`src/rtl/ps2_keyboard_fifo.sv`:
```
// Memory-mapped PS/2 keyboard receiver with scancode FIFO, frame watchdog and sticky status flags.
// Optional odd-parity checking is enabled by defining KEYBOARD_PARITY_CHECK_EN.
module ps2_keyboard_fifo #(
   parameter logic [63:0] BASE_ADDR      = 64'h0000_0000_0000_F000,
   parameter int          FIFO_DEPTH     = 16,
   parameter int          SYNC_STAGES    = 2,
   parameter int          TIMEOUT_CYCLES = 50000
) (
   input  logic        clock,
   input  logic        reset,
   input  logic [63:0] address,
   input  logic [63:0] data_in,
   input  logic        read,
   input  logic        write,
   input  logic        PS2_clk,
   input  logic        PS2_data,
   output logic [63:0] data_out,
   output logic        data_drive,
   output logic        irq
);

   localparam int AW    = $clog2(FIFO_DEPTH);
   localparam int CNT_W = AW + 1;
   localparam int WD_W  = $clog2(TIMEOUT_CYCLES + 1);
   localparam logic [WD_W-1:0] WD_MAX      = WD_W'(TIMEOUT_CYCLES);
   localparam logic [63:0]     STATUS_ADDR = BASE_ADDR + 64'd8;

   typedef enum logic [1:0] {ST_IDLE, ST_RECV, ST_CHECK} state_t;
   state_t r_state, w_state_next;

   logic [SYNC_STAGES-1:0] r_clk_sync, r_data_sync;
   logic                   r_clk_prev;
   logic [3:0]             r_bit_cnt;
   logic [9:0]             r_shift;
   logic [WD_W-1:0]        r_wdog;
   logic [7:0]             r_mem [FIFO_DEPTH];
   logic [AW-1:0]          r_wr_ptr, r_rd_ptr;
   logic [CNT_W-1:0]       r_count;
   logic                   r_overflow, r_parity_err;

   logic w_fall, w_bit, w_par_ok, w_accept, w_par_err_set;
   logic w_empty, w_full, w_sel_data, w_sel_stat, w_pop, w_push, w_ovf_set;
   logic w_unused;

   assign w_fall = r_clk_prev & ~r_clk_sync[SYNC_STAGES-1];
   assign w_bit  = r_data_sync[SYNC_STAGES-1];

   always_ff @(posedge clock) begin
      if (reset) begin
         r_clk_sync  <= '1;
         r_data_sync <= '1;
         r_clk_prev  <= 1'b1;
      end else begin
         r_clk_sync  <= {r_clk_sync[SYNC_STAGES-2:0], PS2_clk};
         r_data_sync <= {r_data_sync[SYNC_STAGES-2:0], PS2_data};
         r_clk_prev  <= r_clk_sync[SYNC_STAGES-1];
      end
   end

   always_ff @(posedge clock) begin
      if (reset) r_state <= ST_IDLE;
      else       r_state <= w_state_next;
   end

   always_comb begin
      w_state_next = r_state;
      case (r_state)
         ST_IDLE:  if (w_fall && !w_bit) w_state_next = ST_RECV;
         ST_RECV: begin
            if (r_wdog == WD_MAX)                w_state_next = ST_IDLE;
            else if (w_fall && r_bit_cnt == 4'd10) w_state_next = ST_CHECK;
         end
         ST_CHECK: w_state_next = ST_IDLE;
         default:  w_state_next = ST_IDLE;
      endcase
   end

   // Bits shift in from the top so that after the stop bit r_shift = {stop, parity, scancode}.
   always_ff @(posedge clock) begin
      if (reset) begin
         r_bit_cnt <= 4'd0;
         r_shift   <= 10'd0;
         r_wdog    <= '0;
      end else begin
         case (r_state)
            ST_IDLE: begin
               r_wdog <= '0;
               if (w_fall && !w_bit) r_bit_cnt <= 4'd1;
            end
            ST_RECV: begin
               if (w_fall) begin
                  r_shift   <= {w_bit, r_shift[9:1]};
                  r_bit_cnt <= r_bit_cnt + 4'd1;
                  r_wdog    <= '0;
               end else begin
                  r_wdog <= r_wdog + WD_W'(1);
               end
            end
            default: begin
               r_bit_cnt <= 4'd0;
               r_wdog    <= '0;
            end
         endcase
      end
   end

   assign w_par_ok = ^r_shift[8:0];

`ifdef KEYBOARD_PARITY_CHECK_EN
   assign w_accept      = (r_state == ST_CHECK) && r_shift[9] && w_par_ok;
   assign w_par_err_set = (r_state == ST_CHECK) && !w_par_ok;
   assign w_unused      = ^{data_in[63:4], data_in[1:0]};
`else
   assign w_accept      = (r_state == ST_CHECK) && r_shift[9];
   assign w_par_err_set = 1'b0;
   assign w_unused      = ^{data_in[63:4], data_in[1:0], w_par_ok};
`endif

   assign w_empty    = (r_count == '0);
   assign w_full     = (r_count == CNT_W'(FIFO_DEPTH));
   assign w_sel_data = (address == BASE_ADDR);
   assign w_sel_stat = (address == STATUS_ADDR);
   assign w_pop      = read && w_sel_data && !w_empty;
   // A pop in the same cycle frees the slot, so a push into a full FIFO still lands.
   assign w_push     = w_accept && (!w_full || w_pop);
   assign w_ovf_set  = w_accept && w_full && !w_pop;

   always_ff @(posedge clock) begin
      if (w_push) r_mem[r_wr_ptr] <= r_shift[7:0];
   end

   always_ff @(posedge clock) begin
      if (reset) begin
         r_wr_ptr     <= '0;
         r_rd_ptr     <= '0;
         r_count      <= '0;
         r_overflow   <= 1'b0;
         r_parity_err <= 1'b0;
      end else begin
         if (w_push) r_wr_ptr <= r_wr_ptr + AW'(1);
         if (w_pop)  r_rd_ptr <= r_rd_ptr + AW'(1);
         case ({w_push, w_pop})
            2'b10:   r_count <= r_count + CNT_W'(1);
            2'b01:   r_count <= r_count - CNT_W'(1);
            default: r_count <= r_count;
         endcase
         if (w_ovf_set)                              r_overflow <= 1'b1;
         else if (write && w_sel_stat && data_in[2]) r_overflow <= 1'b0;
         if (w_par_err_set)                          r_parity_err <= 1'b1;
         else if (write && w_sel_stat && data_in[3]) r_parity_err <= 1'b0;
      end
   end

   always_comb begin
      data_out = 64'd0;
      if (read && w_sel_data && !w_empty)
         data_out = {55'd0, 1'b1, r_mem[r_rd_ptr]};
      else if (read && w_sel_stat)
         data_out = {48'd0, 8'(r_count), 4'd0, r_parity_err, r_overflow, w_full, !w_empty};
   end

   assign data_drive = read && (w_sel_data || w_sel_stat);
   assign irq        = !w_empty;

endmodule

```
`config.mk`:
```
export PLATFORM = sky130hd
export DESIGN_NAME = ps2_keyboard_fifo
export DESIGN_NICKNAME = d
export VERILOG_FILES = /design/src/rtl/ps2_keyboard_fifo.sv
export SDC_FILE = /design/constraint.sdc
export NUM_CORES = 1
export LEC_CHECK = 0
export CAP_MARGIN = 20
export CORE_ASPECT_RATIO = 0.9
export CORE_UTILIZATION = 50
export CTS_BUF_LIST = sky130_fd_sc_hd__clkbuf_16
export DETAILED_ROUTE_END_ITERATION = 16
export PLACE_DENSITY = 0.85
export SLEW_MARGIN = 30
export SYNTH_ARGS = -nofsm -noshare
export SYNTH_HDL_FRONTEND = slang
export SYNTH_SLANG_ARGS = --single-unit
```
`constraint.sdc`:
```
create_clock -name clock -period 4.98 [get_ports clock]
set_input_delay 0.498 -clock clock [delete_from_list [all_inputs] [get_ports clock]]
set_output_delay 0.498 -clock clock [all_outputs]
set_load 0.03 [all_outputs]
```
Yosys cells after proc, flatten, opt, wreduce, memory -nomap -nowiden
Memories as Yosys holds them, arrays and structs flattened. A register that Yosys moved wholly into a read port is not among the register bits.
Cells that the tools add are included.

operators by class
  $add $sub $neg = 6
  equality and inequality tests = 12
  mux-type cells = 16
  bitwise operators = 3
  reductions and logical operators = 26

operator list
  cell                                                                number
  64-bit by 16-bit == test with 1-bit output, second input constant   2
  13-bit two-way mux                                                  2
  16-bit by 1-bit adder with 16-bit output, second input constant     1
  16-bit == test, second input constant                               1
  4-bit two-way mux                                                   4
  4-bit by 1-bit adder with 4-bit output, second input constant       3
  1-bit logical AND                                                   12
  5-bit one-hot mux with 2 select lines                               1
  4-bit one-hot mux with 2 select lines                               1
  2-bit two-way mux                                                   3
  2-bit AND reduction                                                 3
  5-bit by 1-bit adder with 5-bit output, second input constant       1
  5-bit == test, second input constant                                1
  5-bit zero test                                                     1
  5-bit by 1-bit subtractor with 5-bit output, second input constant  1
  2-bit by 1-bit == test with 1-bit output, second input constant     2
  2-bit == test, second input constant                                2
  4-bit == test, second input constant                                1
  1-bit zero test                                                     4
  1-bit two-way mux                                                   4
  2-bit != test, second input constant                                2
  2-bit one-hot mux with 2 select lines                               1
  2-bit nonzero test                                                  2
  3-bit != test, second input constant                                1
  other kinds (5)                                                     7

word-level totals
  flip-flop bits (word level) = 51
  memory bits (writable) = 128
  output and inout bits = 66
  word-level logic and storage cells = 75
  memories = 1

memories
  name   words  bits a word  read ports  clocked after Yosys merged registers in  write ports  RTL line  text
  r_mem  16     8            1           1                                        1            36        logic [7:0] r_mem [FIFO_DEPTH];

Depth between registers and ports, before layout
  depth after elaboration = 7
  depth in mapped cells = 11

Least setup slack after synthesis
Ideal clock, no wire load.

  kind = input to output
  from = input port address[1]
  to = output port data_out[1]
  arrival = 2.593 ns
  data required time = 4.482 ns
  setup slack = 1.889 ns
  stages on the path = 6
  path buffers = 0
  cell sequence = nor4b_1 nand4_1 nor4_2 and2_1 nand2_1 o21ai_0

on the way
  word-level cells in the longest chain between the ends = 4

ends and longest elaborated chain
  item                                                                  RTL line  text
  start, declared                                                       11        input logic [63:0] address,
  64-bit by 16-bit == test with 1-bit output, on equally long branches  122, 121
  1-bit logical AND, on equally long branches                           158, 156
  13-bit two-way mux / 1-bit logical AND (equally long branches)        158, 156
  13-bit two-way mux *                                                  156       if (read && w_sel_data && !w_empty)
  end, declared                                                         17        output logic [63:0] data_out,

Mark *: on every way between the ends. The rest lies on a longest branch, timed or not.

==> impl_metrics.csv <==
group,metric,value,unit
outcome,status,"complete, no violations",
setup_path,crit_path_top_delay_cell,"dfxtp_2",
clock_network,cts_buffer_depth,2,
setup_path,end_kind,"primary output",
setup_path,critPathTopFamily,"buffers and inverters",
synth,synth_top_family_by_area,"simple AND/OR/NAND/NOR gates",
clock_network,clock-sinks,183,
cells_and_area,layout_common_cells,"edfxtp_1, clkdlybuf4s50_1, dfxtp_1",
sta,setup_tns,0,ns
clock_network,cts_htree_levels,4,
flow_run,timing.max_cap.violations,0,
synth,yosys.area_share.adder,1.54,%
clock_network,cts_tree,"built",
sta,tightest_slew,0.893,ns
sta,final.period_utilization,80.5,%
detailed_routing,drcViolationCount,0,
grt,globalRouteTotalUtil,21.9,%
power,p_per_area,323,nW/um^2
grt,antenna_found_initial,0,
synth,synth_compound_area_share,3.51,%
sta,rsz0062_at_grt,"false",
grt,grt-ovfl-total,0,
cells_and_area,drive_gt1_share,13.3,%
setup_path,cpMostUsedCell,"mux4_2",
detailed_routing,wire_per_inst,18.9,um
floorplan,dieWidth,136,um
setup_path,path_cells,"buf_4 -> mux4_2 -> mux4_2 -> nand3_1 -> o21ai_0 -> clkdlybuf4s50_1",
sta,period_needed,4.01,ns
setup_path,path_buf_inv,2,
floorplan,start_util,51.9,%
floorplan,ios,200,
detailed_routing,ant_nets,0,
synth,syn_inst,605,
synth,synth-seq-cells,183,
cells_and_area,antennaDiodeCount,0,
placement,gp_congestion,0.882,
power,max-vdd-ir-drop,245,uV
placement,place_hpwl,12100,um
synth,synth_cell_types,49,
placement,port_buffers,85,
setup_path,worstPathRequired,4.48,ns
synth,synthesis.area,8100,sq um
floorplan,rows,43,
power,power,3.10,mW
grt,grt_pass1_vias,5084,
cells_and_area,final_util,61.4,%
sta,finalSetupViolCount,0,
sta,slew_viol_final,0,
detailed_routing,drt-pass1-iter-count,5,
floorplan,fp.dieArea,16700,sq um
floorplan,core_area,15600,sq um
synth,synthXorXnorAreaFrac,1.62,%
synth,synth-simple-area-share,14.1,%
synth,synthArstFlopShare,0,%
setup_path,crit_type,"flop to primary output",
setup_path,critPathLaunchType,"flop",
synth,yosysWarnings,0,
clock_network,postCtsSetupBuffers,0,
clock_network,cts_root_buffer,"clkbuf_16",
detailed_routing,viasPerCell,5.72,
clock_network,clk_pin_slew,0.06,ns
setup_path,critPathMaxStageDelay,0.70,ns
synth,syn_avg_cell_area,13.4,sq um
cells_and_area,final_common_cell,"edfxtp_1",
cells_and_area,syn_to_final_growth,18.3,%
sta,max_freq,249,MHz
synth,synth.area.mux_share,11.5,%
grt,met3_usage,4.63,%
clock_network,numCtsBuffers,17,
detailed_routing,routed_wl,17200,um
clock_network,ctsResizeCount,0,
sta,slew_headroom,40.2,%
sta,hold_viol_final,0,
clock_network,hold_buffers,0,
grt,met1_usage,27.4,%
cells_and_area,nets,839,
power,p_leak,3.16,nW
synth,ys_seq_area_share,61.0,%
floorplan,die_h,123,um
sta,fin_skew,0.00844,ns
grt,grt_pass1_wl,26700,um
synth,synth_edf_count,128,
setup_path,cp_max_fo,17,
detailed_routing,first_iter_violations,415,
min_path,hold_path.class,"flop to flop",
grt,use_met2,36.3,%
synth,yosys-top-cells-area,"edfxtp_1, dfxtp_1, mux4_2, buf_4, nor2_1",
synth,synth_area_leader_cell,"edfxtp_1",
setup_path,cp.arrival,3.51,ns
synth,synth_top_area_share,47.4,%
detailed_routing,via_count,5206,
synth,synth_flop_cell,"edfxtp_1",
clock_network,clkLatencyLatePin,0.44,ns
grt,grt_max_degree,45,
grt,grt-busiest-layer,"met2",
[cells by family (layout without fill, tap and decap cells)]
kind of cell / Yosys count / count (layout)
AND/OR/NAND/NOR: 214 / 214
buffers and inverters: 91 / 144
AO/OA/AOI/OAI: 48 / 48
flip-flops: 183 / 183
adder cells (fa/ha/maj): 10 / 10
other: 1 / 51
XOR/XNOR: 15 / 15
multiplexers: 43 / 43
[state kept, by name, summed over array words and instances (netlist names), 2 cells and up, named ones only]
register / cells
r_bit_cnt: 4
r_data_sync: 2
r_count: 5
r_wdog: 16
r_shift: 10
r_rd_ptr: 4
r_mem: 128
r_state: 2
r_clk_sync: 2
r_wr_ptr: 4
[metal layers]
metal	part of all wire, %	routed length [um]
met1	40	6780
met2	52	8960
met3	5.8	992
met4	2.5	430
met5	0	0
[through the flow]
stage	area [sq um]	std cells	hold WS [ns]	worst slack (ns)
floorplan	8290	655	0.389	1.89
global placement	8990	878	0.392	1.19
detailed placement	8990	878	0.394	1.08
CTS	9590	910	0.409	0.919
global route	9590	910	0.421	0.775
finish	9590	910	0.408	0.970
[synth_stat cells (11+ instances only)]
cell type,count
nor4_1,29
buf_4,51
edfxtp_1,128
or3_1,13
a21oi_1,24
dfxtp_1,55
nand3_1,12
inv_1,18
nand2_1,45
mux4_2,40
and3_1,11
clkbuf_1,16
xor2_1,11
nand4_1,14
nor2_1,49
[power breakdown]
part	internal, mW	switching, mW
sequential	1.61	0.00302
clock	0.754	0.574
combinational	0.0637	0.0922
[final cells by class]
cell class,count,area (sq um)
well taps,202,253
fillers,1086,6020
repair buffers,94,918
clock buffers,19,475
inverters,18,67.6
multi-input cells,381,2810
clock inverters,13,118
flip-flops and latches,183,4950
[path summary, 6_finish.rpt]
check                 from             to  slack [ns]  cells past startpoint
min reg2reg  r_clk_sync[0]  r_clk_sync[1]        0.41                      1
min          r_clk_sync[0]  r_clk_sync[1]        0.41                      1
max                   flop    data_out[1]        0.97                      6
max reg2reg     r_count[0]     r_count[2]        1.75                     11
(Power assumes the default switching activity.)
